## src/rtl/rps_pkg.sv

```systemverilog
// rps_pkg: shared constants and helpers for the rock-paper-scissors judge.
//   Move encodings (one-hot), the 2-bit score codes, and a legality test.
package rps_pkg;

  localparam logic [2:0] ROCK     = 3'b100;
  localparam logic [2:0] PAPER    = 3'b010;
  localparam logic [2:0] SCISSORS = 3'b001;

  localparam logic [1:0] SC_DRAW    = 2'b00;
  localparam logic [1:0] SC_B_WIN   = 2'b01;
  localparam logic [1:0] SC_A_WIN   = 2'b10;
  localparam logic [1:0] SC_INVALID = 2'b11;

  // Only the three exact one-hot codes are legal; zero and multi-hot are not.
  function automatic logic is_legal(input logic [2:0] move);
    return (move == ROCK) || (move == PAPER) || (move == SCISSORS);
  endfunction

endpackage

```

## src/rtl/rps_judge.sv

```systemverilog
// rps_judge: purely combinational round decision.
//   A, B  : player moves (one-hot)
//   score : SC_A_WIN / SC_B_WIN / SC_DRAW / SC_INVALID
module rps_judge
  import rps_pkg::*;
(
  input  logic [2:0] A,
  input  logic [2:0] B,
  output logic [1:0] score
);

  always_comb begin
    score = SC_INVALID;
    // Illegality is checked first so it dominates every other rule.
    if (!is_legal(A) || !is_legal(B)) begin
      score = SC_INVALID;
    end else if (A == B) begin
      score = SC_DRAW;
    end else if ((A == ROCK     && B == SCISSORS) ||
                 (A == SCISSORS && B == PAPER)    ||
                 (A == PAPER    && B == ROCK)) begin
      score = SC_A_WIN;
    end else begin
      score = SC_B_WIN;
    end
  end

endmodule

```

## src/rtl/rps_top_level.sv

```systemverilog
// rps_top_level: registered rock-paper-scissors scoring unit.
//   clk, rst_n (sync, active-low), play strobe, moves A/B.
//   score/invalid : registered result of the last judged round
//   a_wins/b_wins/draws : saturating CNT_W-bit tallies
// All outputs come straight from registers; latency is one cycle.
module rps_top_level
  import rps_pkg::*;
#(
  parameter int CNT_W = 8
) (
  input  logic             clk,
  input  logic             rst_n,
  input  logic             play,
  input  logic [2:0]       A,
  input  logic [2:0]       B,
  output logic [1:0]       score,
  output logic [CNT_W-1:0] a_wins,
  output logic [CNT_W-1:0] b_wins,
  output logic [CNT_W-1:0] draws,
  output logic             invalid
);

  logic [1:0] w_score;
  logic [2:0] w_inc;   // [0]=draw, [1]=B win, [2]=A win
  logic [1:0] r_score;
  logic       r_invalid;

  rps_judge u_judge (
    .A     (A),
    .B     (B),
    .score (w_score)
  );

  // Invalid rounds raise no increment, so they leave every tally alone.
  assign w_inc = {w_score == SC_A_WIN, w_score == SC_B_WIN, w_score == SC_DRAW}
               & {3{play}};

  always_ff @(posedge clk) begin
    if (!rst_n) begin
      r_score   <= SC_DRAW;
      r_invalid <= 1'b0;
    end else if (play) begin
      r_score   <= w_score;
      r_invalid <= (w_score == SC_INVALID);
    end
  end

  genvar gi;
  generate
    for (gi = 0; gi < 3; gi++) begin : g_cnt
      logic [CNT_W-1:0] r_cnt;
      always_ff @(posedge clk) begin
        if (!rst_n) begin
          r_cnt <= '0;
        end else if (w_inc[gi] && (r_cnt != {CNT_W{1'b1}})) begin
          // Hold at all-ones rather than wrapping.
          r_cnt <= r_cnt + {{(CNT_W-1){1'b0}}, 1'b1};
        end
      end
    end
  endgenerate

  assign score   = r_score;
  assign invalid = r_invalid;
  assign draws   = g_cnt[0].r_cnt;
  assign b_wins  = g_cnt[1].r_cnt;
  assign a_wins  = g_cnt[2].r_cnt;

endmodule

```

## config.mk

```make
export PLATFORM = sky130hd
export DESIGN_NAME = rps_top_level
export DESIGN_NICKNAME = d
export VERILOG_FILES = /design/src/rtl/rps_pkg.sv /design/src/rtl/rps_judge.sv /design/src/rtl/rps_top_level.sv
export SDC_FILE = /design/constraint.sdc
export NUM_CORES = 1
export LEC_CHECK = 0
export BUFFER_PORTS_ARGS = -buffer_cell sky130_fd_sc_hd__buf_2
export CORE_MARGIN = 2
export CORE_UTILIZATION = 30
export DETAILED_ROUTE_END_ITERATION = 10
export GPL_TIMING_DRIVEN = 0
export SYNTH_ARGS = -nofsm -noshare
export SYNTH_HDL_FRONTEND = slang
export SYNTH_SLANG_ARGS = --single-unit
```

## constraint.sdc

```tcl
create_clock -name clk -period 3.5 [get_ports clk]
set_input_delay 0 -clock clk [delete_from_list [all_inputs] [get_ports clk]]
set_output_delay 0 -clock clk [all_outputs]
set_load 0.02 [all_outputs]
```

==> flow_summary_export.csv, run 1 <==
group,metric,value,unit
run_status,outcome,"complete, no violations",
cells_and_area,n_fill_cell,522,
cells_and_area,area_growth,20.2,%
yosys,yosysUniqueCellTypes,41,
timing,slew_viol_final,0,
yosys,synth_edf_count,0,
timing,fin_ws,1.87,ns
cts,cts_sinks,27,
cells_and_area,antenna_cells,0,
power,comb_power_share,11.5,%
power,cellPowerDensity,310,nW/um2
floorplanning,start_util,31.2,%
power,total_power,553,uW
critical_path,critPathKind,"reg2reg",
timing,relSlewSlack,66.2,%
route,first_pass_iters,4,
grt,grt_pass1_vias,1212,
grt,grt_overflow,0,
cells_and_area,nNetsFinal,222,
cells_and_area,multiInputGateArea,885,um2
cts,insertion_delay,0.27,ns
floorplanning,rows,25,
critical_path,crit_buf_inv,1,
place,place.gp.congestion,0.810,
run,maxCapViolations,0,
timing,fin_crit_sh,46.4,%
critical_path,cp_top_family,"simple AND/OR/NAND/NOR gates",
critical_path,max_stage_delay,0.40,ns
yosys,netlist_instances,171,
yosys,yosysSeqAreaShare,36.4,%
cts,clk_pin_slew_worst_paths,0.09,ns
place,port_buffers,34,
power,intPower,414,uW
power,seqPwrFrac,56.7,%
power,p_leak,0.000675,uW
critical_path,critPathSlowestCell,"or4_1",
route,drtIter0Drc,57,
yosys,async_flop_share,0,%
yosys,ys_dominant_reg_cell,"dfxtp_1",
yosys,synth-seq-cells,27,
floorplanning,io_pins,36,
yosys,syn_area,1480,um2
power,clkPwrFrac,31.8,%
yosys,synth_warnings,0,
cts,post_cts_resized,0,
timing,worst_pin_slew,0.507,ns
yosys,syn_area_per_cell,8.68,um2
critical_path,cp_cell_sequence,"ha_1, nand4_1, nand3_1, buf_2, or4_1, a21oi_1",
grt,antenna_found_initial,0,
cells_and_area,final_util,37.5,%
cts,cts_tree,"built",
cts,cts_root_buf,"clkbuf_8",
cts,cts_buffers,3,
critical_path,crit_fanout,10,
critical_path,critPathLaunchType,"register",
place,pre_cts_ws,1.73,ns
timing,period_needed,1.63,ns
cts,ctsHoldBuffers,0,
cts,htreeDepth,1,
floorplanning,die_x,74.3,um
timing,rsz0062_at_grt,"false",
timing,finalSetupViolations,0,
power,swShare,25.2,%
route,drt_wl_total,3520,um
place,dp.cells,272,
power,vdd_drop_max,0.000192,V
worst_hold_path,worstHoldPathType,"in2reg",
place,hpwlAfterDp,2630,um
cells_and_area,layout-drive-gt1-share,23.9,%
timing,finClkSkew,0.00678,ns
route,routed-via-count,1382,
floorplanning,die_h,74.3,um
cells_and_area,register_area,541,um2
grt,grt_max_degree,15,
route,routedWlPerCell,12.8,um
floorplanning,core_area,4750,um2
critical_path,crit_path_end_kind,"register",
route,route.detailed.drc,0,
power,switchingPower,139,uW
grt,grt_pass1_wl,5910,um
cts,clk_path_buf_depth,2,
route,drt.antenna.violating_nets,0,
critical_path,crit_required,3.70,ns
floorplanning,die_area,5520,um2
route,avgViaCountPerCell,5.01,
cts,post-cts-setup-buffers,0,
yosys,syn_nets,183,
timing,hold_violations,0,
timing,timing.setup.tns,0,ns
timing,timing.fmax,0.615,GHz
critical_path,worstPathArrival,1.83,ns
cells_and_area,stdcell_count,276,
grt,groute.usage.overall,13.4,%
==> synthesized netlist by cell type, types with 2 or more instances <==
cell type | number | share of area (%)
or4_1 | 4 | 2.0
dfxtp_1 | 27 | 36
nand2_1 | 11 | 2.8
o31a_1 | 2 | 1.2
ha_1 | 3 | 2.5
o21ai_0 | 11 | 3.7
o31ai_1 | 5 | 2.5
o21ai_2 | 2 | 1.2
nand4_1 | 7 | 3.0
a211oi_1 | 2 | 1.0
buf_2 | 2 | 0.67
nor3_1 | 5 | 1.7
xor2_1 | 5 | 3.0
mux2i_1 | 6 | 4.0
nand2b_1 | 5 | 2.1
nand4bb_1 | 2 | 1.5
nor4_1 | 4 | 1.7
clkbuf_1 | 4 | 1.0
and4_1 | 2 | 1.2
and3_1 | 3 | 1.3
o21a_1 | 2 | 1.0
inv_1 | 4 | 1.0
a21oi_1 | 14 | 4.7
or3_1 | 7 | 3.0
nand3_1 | 12 | 4.0
nor2_1 | 5 | 1.3
==> state kept, by name, indices dropped and copies added (netlist names) <==
register and count:
draws 8, invalid 1, score 2, a_wins 8, b_wins 8
==> logic make-up after synthesis <==
| kind of cell | count (synthesis) | share of synthesized area, % |
|---|---|---|
| compound gates | 43 | 18.7 |
| xor+xnor | 6 | 3.54 |
| mux | 6 | 4.05 |
| flops | 27 | 36.4 |
| buf+inv | 12 | 3.96 |
| simple gates | 74 | 30.8 |
| fa+ha+maj | 3 | 2.53 |
==> placed cells by master, fill, tap and decap left out, drive strengths merged, types with 3 or more instances in the layout <==
cell / netlist / layout
or3: 8 / 8
nor4: 5 / 5
and3: 3 / 3
a211oi: 3 / 3
inv: 4 / 4
or4: 4 / 4
ha: 3 / 3
nand4: 7 / 7
nor2: 5 / 5
a21oi: 14 / 14
xor2: 5 / 5
nor3: 5 / 5
nand3: 12 / 12
buf: 4 / 38
nand2: 11 / 11
o31ai: 5 / 5
mux2i: 6 / 6
clkbuf: 4 / 8
o21ai: 13 / 13
dfxtp: 27 / 27
nand2b: 5 / 5
==> worst reg2reg max path, delay by kind of cell (launching register included) <==
family / cells / cell delay, ns
AOI/OAI and AO/OA: 1 / 0.15
adders and majority gates: 1 / 0.25
buffers and inverters: 1 / 0.19
DFF: 1 / 0.37
and+or+nand+nor: 3 / 0.60
==> final timing paths <==
path / startpoint / endpoint / slack, ns / cells after the start
worst max register to register: b_wins[0]$_SDFFE_PN0P_ / b_wins[2]$_SDFFE_PN0P_ / 1.87 / 6
worst min-delay path: play / invalid$_SDFFE_PN0P_ / 0.05 / 3
worst min register to register: b_wins[5]$_SDFFE_PN0P_ / b_wins[5]$_SDFFE_PN0P_ / 0.50 / 2
worst max-delay path: b_wins[0]$_SDFFE_PN0P_ / b_wins[2]$_SDFFE_PN0P_ / 1.87 / 6
==> metrics by stage <==
step / hold slack, ns / area [um2]
floorplan: 0.167 / 1480
global route: 0.0502 / 1780
finish: 0.0492 / 1780
detailed placement: 0.321 / 1740
global placement: 0.321 / 1740
CTS: 0.0388 / 1780
==> power by group through the flow <==
stage	sequential [uW]	combinational, uW	clock (uW)
2_1_floorplan	325	35.2	0
4_1_cts	314	63.5	188
6_report	314	63.8	176
3_3_place_gp	321	63.0	0
5_1_grt	315	69.5	197
3_5_place_dp	321	63.2	0
==> per-layer routing <==
layer  vias up  routed length [um]  global-route usage [%]
li1        723                   -                       -
met4         0                  22                    2.38
met2        20                1560                    21.7
met5         -                   0                       0
met3         2                 114                    3.25
met1       637                1820                    18.5
==> area by class of cell <==
type / count / share of cell area (%)
Multi-Input combinational cell: 132 / 49.6
Sequential cell: 27 / 30.3
Timing Repair Buffer: 34 / 9.54
Tap cell: 67 / 4.70
Clock buffer: 4 / 2.53
Buffer: 8 / 2.46
Inverter: 4 / 0.842
Note: power is estimated with default switching activity, not from simulation.
==> run 2, diff against run 1 <==
- clock period: 3.5 -> 1.5 ns (I/O delays scaled with it)
==> flow_summary_export.csv, run 2 (synthesized netlist as in run 1, its figures left out) <==
group,metric,value,unit
cts,htreeDepth,1,
worst_hold_path,holdCritStartpoint,"play",
cells_and_area,layout_commonest_cell,"buf_2",
route,first_pass_iters,4,
timing,slew_viol_final,0,
floorplanning,rows,25,
cts,cts_sinks,27,
critical_path,critPathSlowestCell,"or4_1",
route,drt.antenna.violating_nets,0,
cells_and_area,area_growth,37.9,%
critical_path,crit_required,1.71,ns
worst_hold_path,min_path_cells,3,
critical_path,crit_fanout,8,
cells_and_area,nNetsFinal,237,
critical_path,cp_cell_sequence,"and4_1, nand4_1, nand3_2, buf_6, or4_1, a21oi_1",
critical_path,reg2reg_depth,6,
cells_and_area,stdcell_count,291,
grt,grt_pass1_vias,1320,
route,drtIter0Drc,108,
cts,cts_root_buf,"clkbuf_8",
route,routed-via-count,1513,
run,maxCapViolations,0,
critical_path,crit_path_end_kind,"register",
route,route.detailed.drc,0,
run_status,outcome,"complete, no violations",
cells_and_area,multiInputGateArea,976,um2
critical_path,timing.rr.start,"b_wins[3]$_SDFFE_PN0P_",
critical_path,worstPathArrival,1.71,ns
place,place.gp.congestion,0.744,
cts,cts_tree,"built",
place,hpwlAfterDp,2680,um
critical_path,max_stage_delay,0.39,ns
timing,hold_violations,0,
timing,fin_crit_sh,100,%
route,drt_wl_total,4070,um
cells_and_area,register_area,573,um2
floorplanning,die_area,5520,um2
place,dp.cells,272,
cts,cts_buffers,3,
route,avgViaCountPerCell,5.20,
route,routedWlPerCell,14.0,um
power,p_leak,0.000772,uW
place,placed_area,1750,um2
timing,finalSetupViolations,0,
critical_path,critPathLaunchType,"register",
cells_and_area,final_area,2050,um2
floorplanning,start_util,31.2,%
cts,insertion_delay,0.27,ns
timing,rsz0062_at_grt,"true",
timing,timing.fmax,0.667,GHz
cts,clk_pin_slew_worst_paths,0.10,ns
grt,antenna_found_initial,0,
cells_and_area,final_cell_mix,"buf_2 (32), buf_4 (16), a21oi_1 (13)",
cells_and_area,layout-drive-gt1-share,41.5,%
floorplanning,die_h,74.3,um
timing,relSlewSlack,64.7,%
floorplanning,core_area,4750,um2
worst_hold_path,worstHoldPathType,"in2reg",
critical_path,rr_endpoint,"b_wins[2]$_SDFFE_PN0P_",
cts,clk_path_buf_depth,2,
grt,groute.usage.overall,14.5,%
power,cellPowerDensity,648,nW/um2
timing,finClkSkew,0.00293,ns
critical_path,rrSetupSlack,0.0002,ns
timing,period_needed,1.50,ns
cells_and_area,antenna_cells,0,
place,port_buffers,34,
cts,ctsHoldBuffers,0,
floorplanning,die_x,74.3,um
grt,grt_overflow,0,
timing,worst_pin_slew,0.529,ns
critical_path,critPathKind,"reg2reg",
grt,grt_pass1_wl,6350,um
cells_and_area,n_fill_cell,496,
power,vdd_drop_max,0.000317,V
grt,grt_max_degree,15,
floorplanning,io_pins,36,
worst_hold_path,min_to,"invalid$_SDFFE_PN0P_",
-- run 2: final cells by class --
type,instances,share of cell area (%)
tap,67,4.10
clock buffer,4,2.20
inverter,4,0.734
buffer,8,3.00
timing repair buffer,49,14.3
sequential,27,28.0
multi-input combinational,132,47.7
-- run 2: per-layer routing --
layer | up-vias | wire, um | GRT usage (%)
li1 | 753 | - | -
met1 | 730 | 1970 | 20.9
met2 | 26 | 1930 | 23.0
met3 | 4 | 126 | 1.76
met4 | 0 | 37 | 4.17
met5 | - | 0 | 0
-- run 2: metrics by stage --
stage               hold WS, ns  setup WS [ns]  utilization [%]  setup TNS (ns)  total power [uW]
floorplan                 0.167         0.0110                -               0               841
CTS                      0.0280        -0.0268             40.0         -0.0268              1320
detailed placement        0.311         -0.297             36.9           -3.34               896
finish                   0.0269       0.000196             43.0               0              1320
global placement          0.305         -0.241             36.9           -2.76               896
global route             0.0298        -0.0723             43.0          -0.458              1380
-- run 2: worst max-delay path: cells and delay by family (launching register included) --
| family | cells | cell delay [ns] |
|---|---|---|
| AOI/OAI and AO/OA | 1 | 0.12 |
| and+or+nand+nor | 4 | 0.78 |
| buffers and inverters | 1 | 0.16 |
| DFF | 1 | 0.36 |
-- run 2: how the worst max path moves through the flow --
stage / from / end / slack, ns
4_1_cts: b_wins[3]$_SDFFE_PN0P_ / b_wins[2]$_SDFFE_PN0P_ / -0.03
2_1_floorplan: a_wins[3]$_SDFFE_PN0P_ / a_wins[7]$_SDFFE_PN0P_ / 0.01
3_5_place_dp: A[1] / draws[5]$_SDFFE_PN0P_ / -0.30
6_report: b_wins[3]$_SDFFE_PN0P_ / b_wins[2]$_SDFFE_PN0P_ / 0.0002
5_1_grt: b_wins[3]$_SDFFE_PN0P_ / b_wins[3]$_SDFFE_PN0P_ / -0.07
3_3_place_gp: A[1] / draws[5]$_SDFFE_PN0P_ / -0.24
-- run 2: what timing repair did --
item,CTS,global route
setup endpoints to repair,6,23
pin swaps,1,10
hold endpoints to repair,0,0
cloned,2,0
gates resized for setup,11,30
setup buffers,6,7
-- run 2: power by group --
part,internal (uW),switching [uW],leakage (uW)
sequential,716,6.72,0.000228
clock,190,237,0.0000228
combinational,65.6,109,0.000521
total,972,352,0.000772
==> run 3, diff against run 2 <==
- CTS_BUF_LIST: not set -> sky130_fd_sc_hd__clkbuf_8
==> flow_summary_export.csv, run 3 (synthesized netlist as in run 1, its figures left out) <==
group,metric,value,unit
cts,cts_sinks,27,
cells_and_area,n_fill_cell,501,
power,clkPwrFrac,31.8,%
place,placed_area,1750,um2
critical_path,crit_fanout,8,
cts,cts_buffers,3,
cts,cts_root_buf,"clkbuf_8",
power,seqPwrFrac,54.9,%
floorplanning,core_area,4750,um2
timing,timing.fmax,0.667,GHz
cts,clk_pin_slew_worst_paths,0.10,ns
critical_path,worstPathArrival,1.71,ns
cells_and_area,layout_commonest_cell,"buf_2",
floorplanning,io_pins,36,
cells_and_area,area_growth,37.5,%
floorplanning,die_h,74.3,um
timing,hold_violations,0,
timing,timing.setup.tns,-0.000260,ns
critical_path,critPathKind,"reg2reg",
timing,fin_ws,-0.000260,ns
route,drtIter0Drc,81,
place,hpwlAfterDp,2680,um
timing,worst_pin_slew,0.527,ns
cts,ctsHoldBuffers,0,
critical_path,critPathLaunchType,"register",
critical_path,crit_path_end_kind,"register",
floorplanning,die_x,74.3,um
route,routed-via-count,1502,
cts,insertion_delay,0.27,ns
timing,slew_viol_final,0,
grt,grt_pass1_wl,6350,um
power,swShare,26.7,%
cts,cts_tree,"built",
place,port_buffers,34,
run_status,violations,"negative setup slack",
grt,grt_max_degree,15,
route,avgViaCountPerCell,5.18,
run,maxCapViolations,0,
worst_hold_path,worstHoldPathType,"in2reg",
cells_and_area,final_area,2040,um2
power,vdd_drop_max,0.000308,V
cells_and_area,final_util,42.9,%
timing,rsz0062_at_grt,"true",
place,place.gp.congestion,0.744,
power,comb_power_share,13.3,%
grt,antenna_found_initial,0,
cells_and_area,antenna_cells,0,
route,drt.antenna.violating_nets,0,
grt,grt_overflow,0,
route,drt_wl_total,4040,um
power,intPower,966,uW
timing,hold_ws,0.0276,ns
cells_and_area,layout-drive-gt1-share,41.7,%
power,total_power,1320,uW
cts,clk_path_buf_depth,2,
floorplanning,start_util,31.2,%
cells_and_area,final_cell_mix,"buf_2 (33), buf_4 (14), a21oi_1 (13)",
timing,period_needed,1.50,ns
floorplanning,die_area,5520,um2
timing,finalSetupViolations,1,
timing,relSlewSlack,64.9,%
grt,groute.usage.overall,14.5,%
run_status,outcome,"finished, violations left",
timing,finClkSkew,0.00298,ns
cts,htreeDepth,1,
grt,grt_pass1_vias,1320,
power,p_leak,0.000769,uW
floorplanning,rows,25,
power,cellPowerDensity,646,nW/um2
timing,fin_crit_sh,100,%
power,switchingPower,352,uW
route,routedWlPerCell,13.9,um
critical_path,crit_required,1.71,ns
cells_and_area,nNetsFinal,236,
route,route.detailed.drc,0,
route,first_pass_iters,4,
run 3: changes by cell type in the layout (fill, tap and decap cells not counted), sizes merged:
cell / previous run / this run
buf: 53 / 51
inv: 4 / 5
run 3: layer usage:
metal / vias up / wire [um] / GRT usage [%]
met3: 4 / 136 / 1.76
met2: 25 / 1910 / 23.0
met1: 722 / 1950 / 20.9
met4: 0 / 38 / 4.17
met5: - / 0 / 0
li1: 751 / - / -
run 3: final timing paths:
check	endpoint	slack, ns	depth (start not counted)	from
setup reg to reg	b_wins[2]$_SDFFE_PN0P_	-0.0003	6	b_wins[3]$_SDFFE_PN0P_
setup / recovery	b_wins[2]$_SDFFE_PN0P_	-0.0003	6	b_wins[3]$_SDFFE_PN0P_
hold reg to reg	b_wins[6]$_SDFFE_PN0P_	0.49	1	b_wins[6]$_SDFFE_PN0P_
hold / removal	invalid$_SDFFE_PN0P_	0.03	3	play
run 3: final cells by class:
class	count	area, um2	share of cell area [%]
plain buffers	8	65.1	3.19
clock inverters	1	3.75	0.184
repair buffers	48	278	13.6
multi-input cells	132	981	48.1
flip-flops and latches	27	573	28.1
clock buffers	3	41.3	2.02
well taps	67	83.8	4.11
inverters	4	15.0	0.736
run 3: repair_timing:
item                       in CTS  in global routing
pin swaps                       1                  8
setup buffers                   6                  6
gates cloned                    2                  0
setup endpoints to repair       6                 23
gates resized for setup        11                 29
run 3: metrics by stage:
step	setup slack (ns)	cells
floorplan	0.0110	171
global placement	-0.241	272
detailed placement	-0.297	272
CTS	-0.0268	284
global route	-0.0714	290
finish	-0.000260	290
run 3: power groups by stage:
stage	combinational, uW	clock, uW	sequential [uW]
after global routing	193	454	724
after floorplan	82.2	0	759
after detailed placement	148	0	748
final	176	419	723
after CTS	160	426	728
after global placement	147	0	748
run 3: worst max-delay path: stages (launching register included):
cell,delay (ns)
dfxtp_4,0.36
and4_1,0.19
nand4_1,0.11
nand3_2,0.09
buf_6,0.16
or4_1,0.39
a21oi_1,0.12
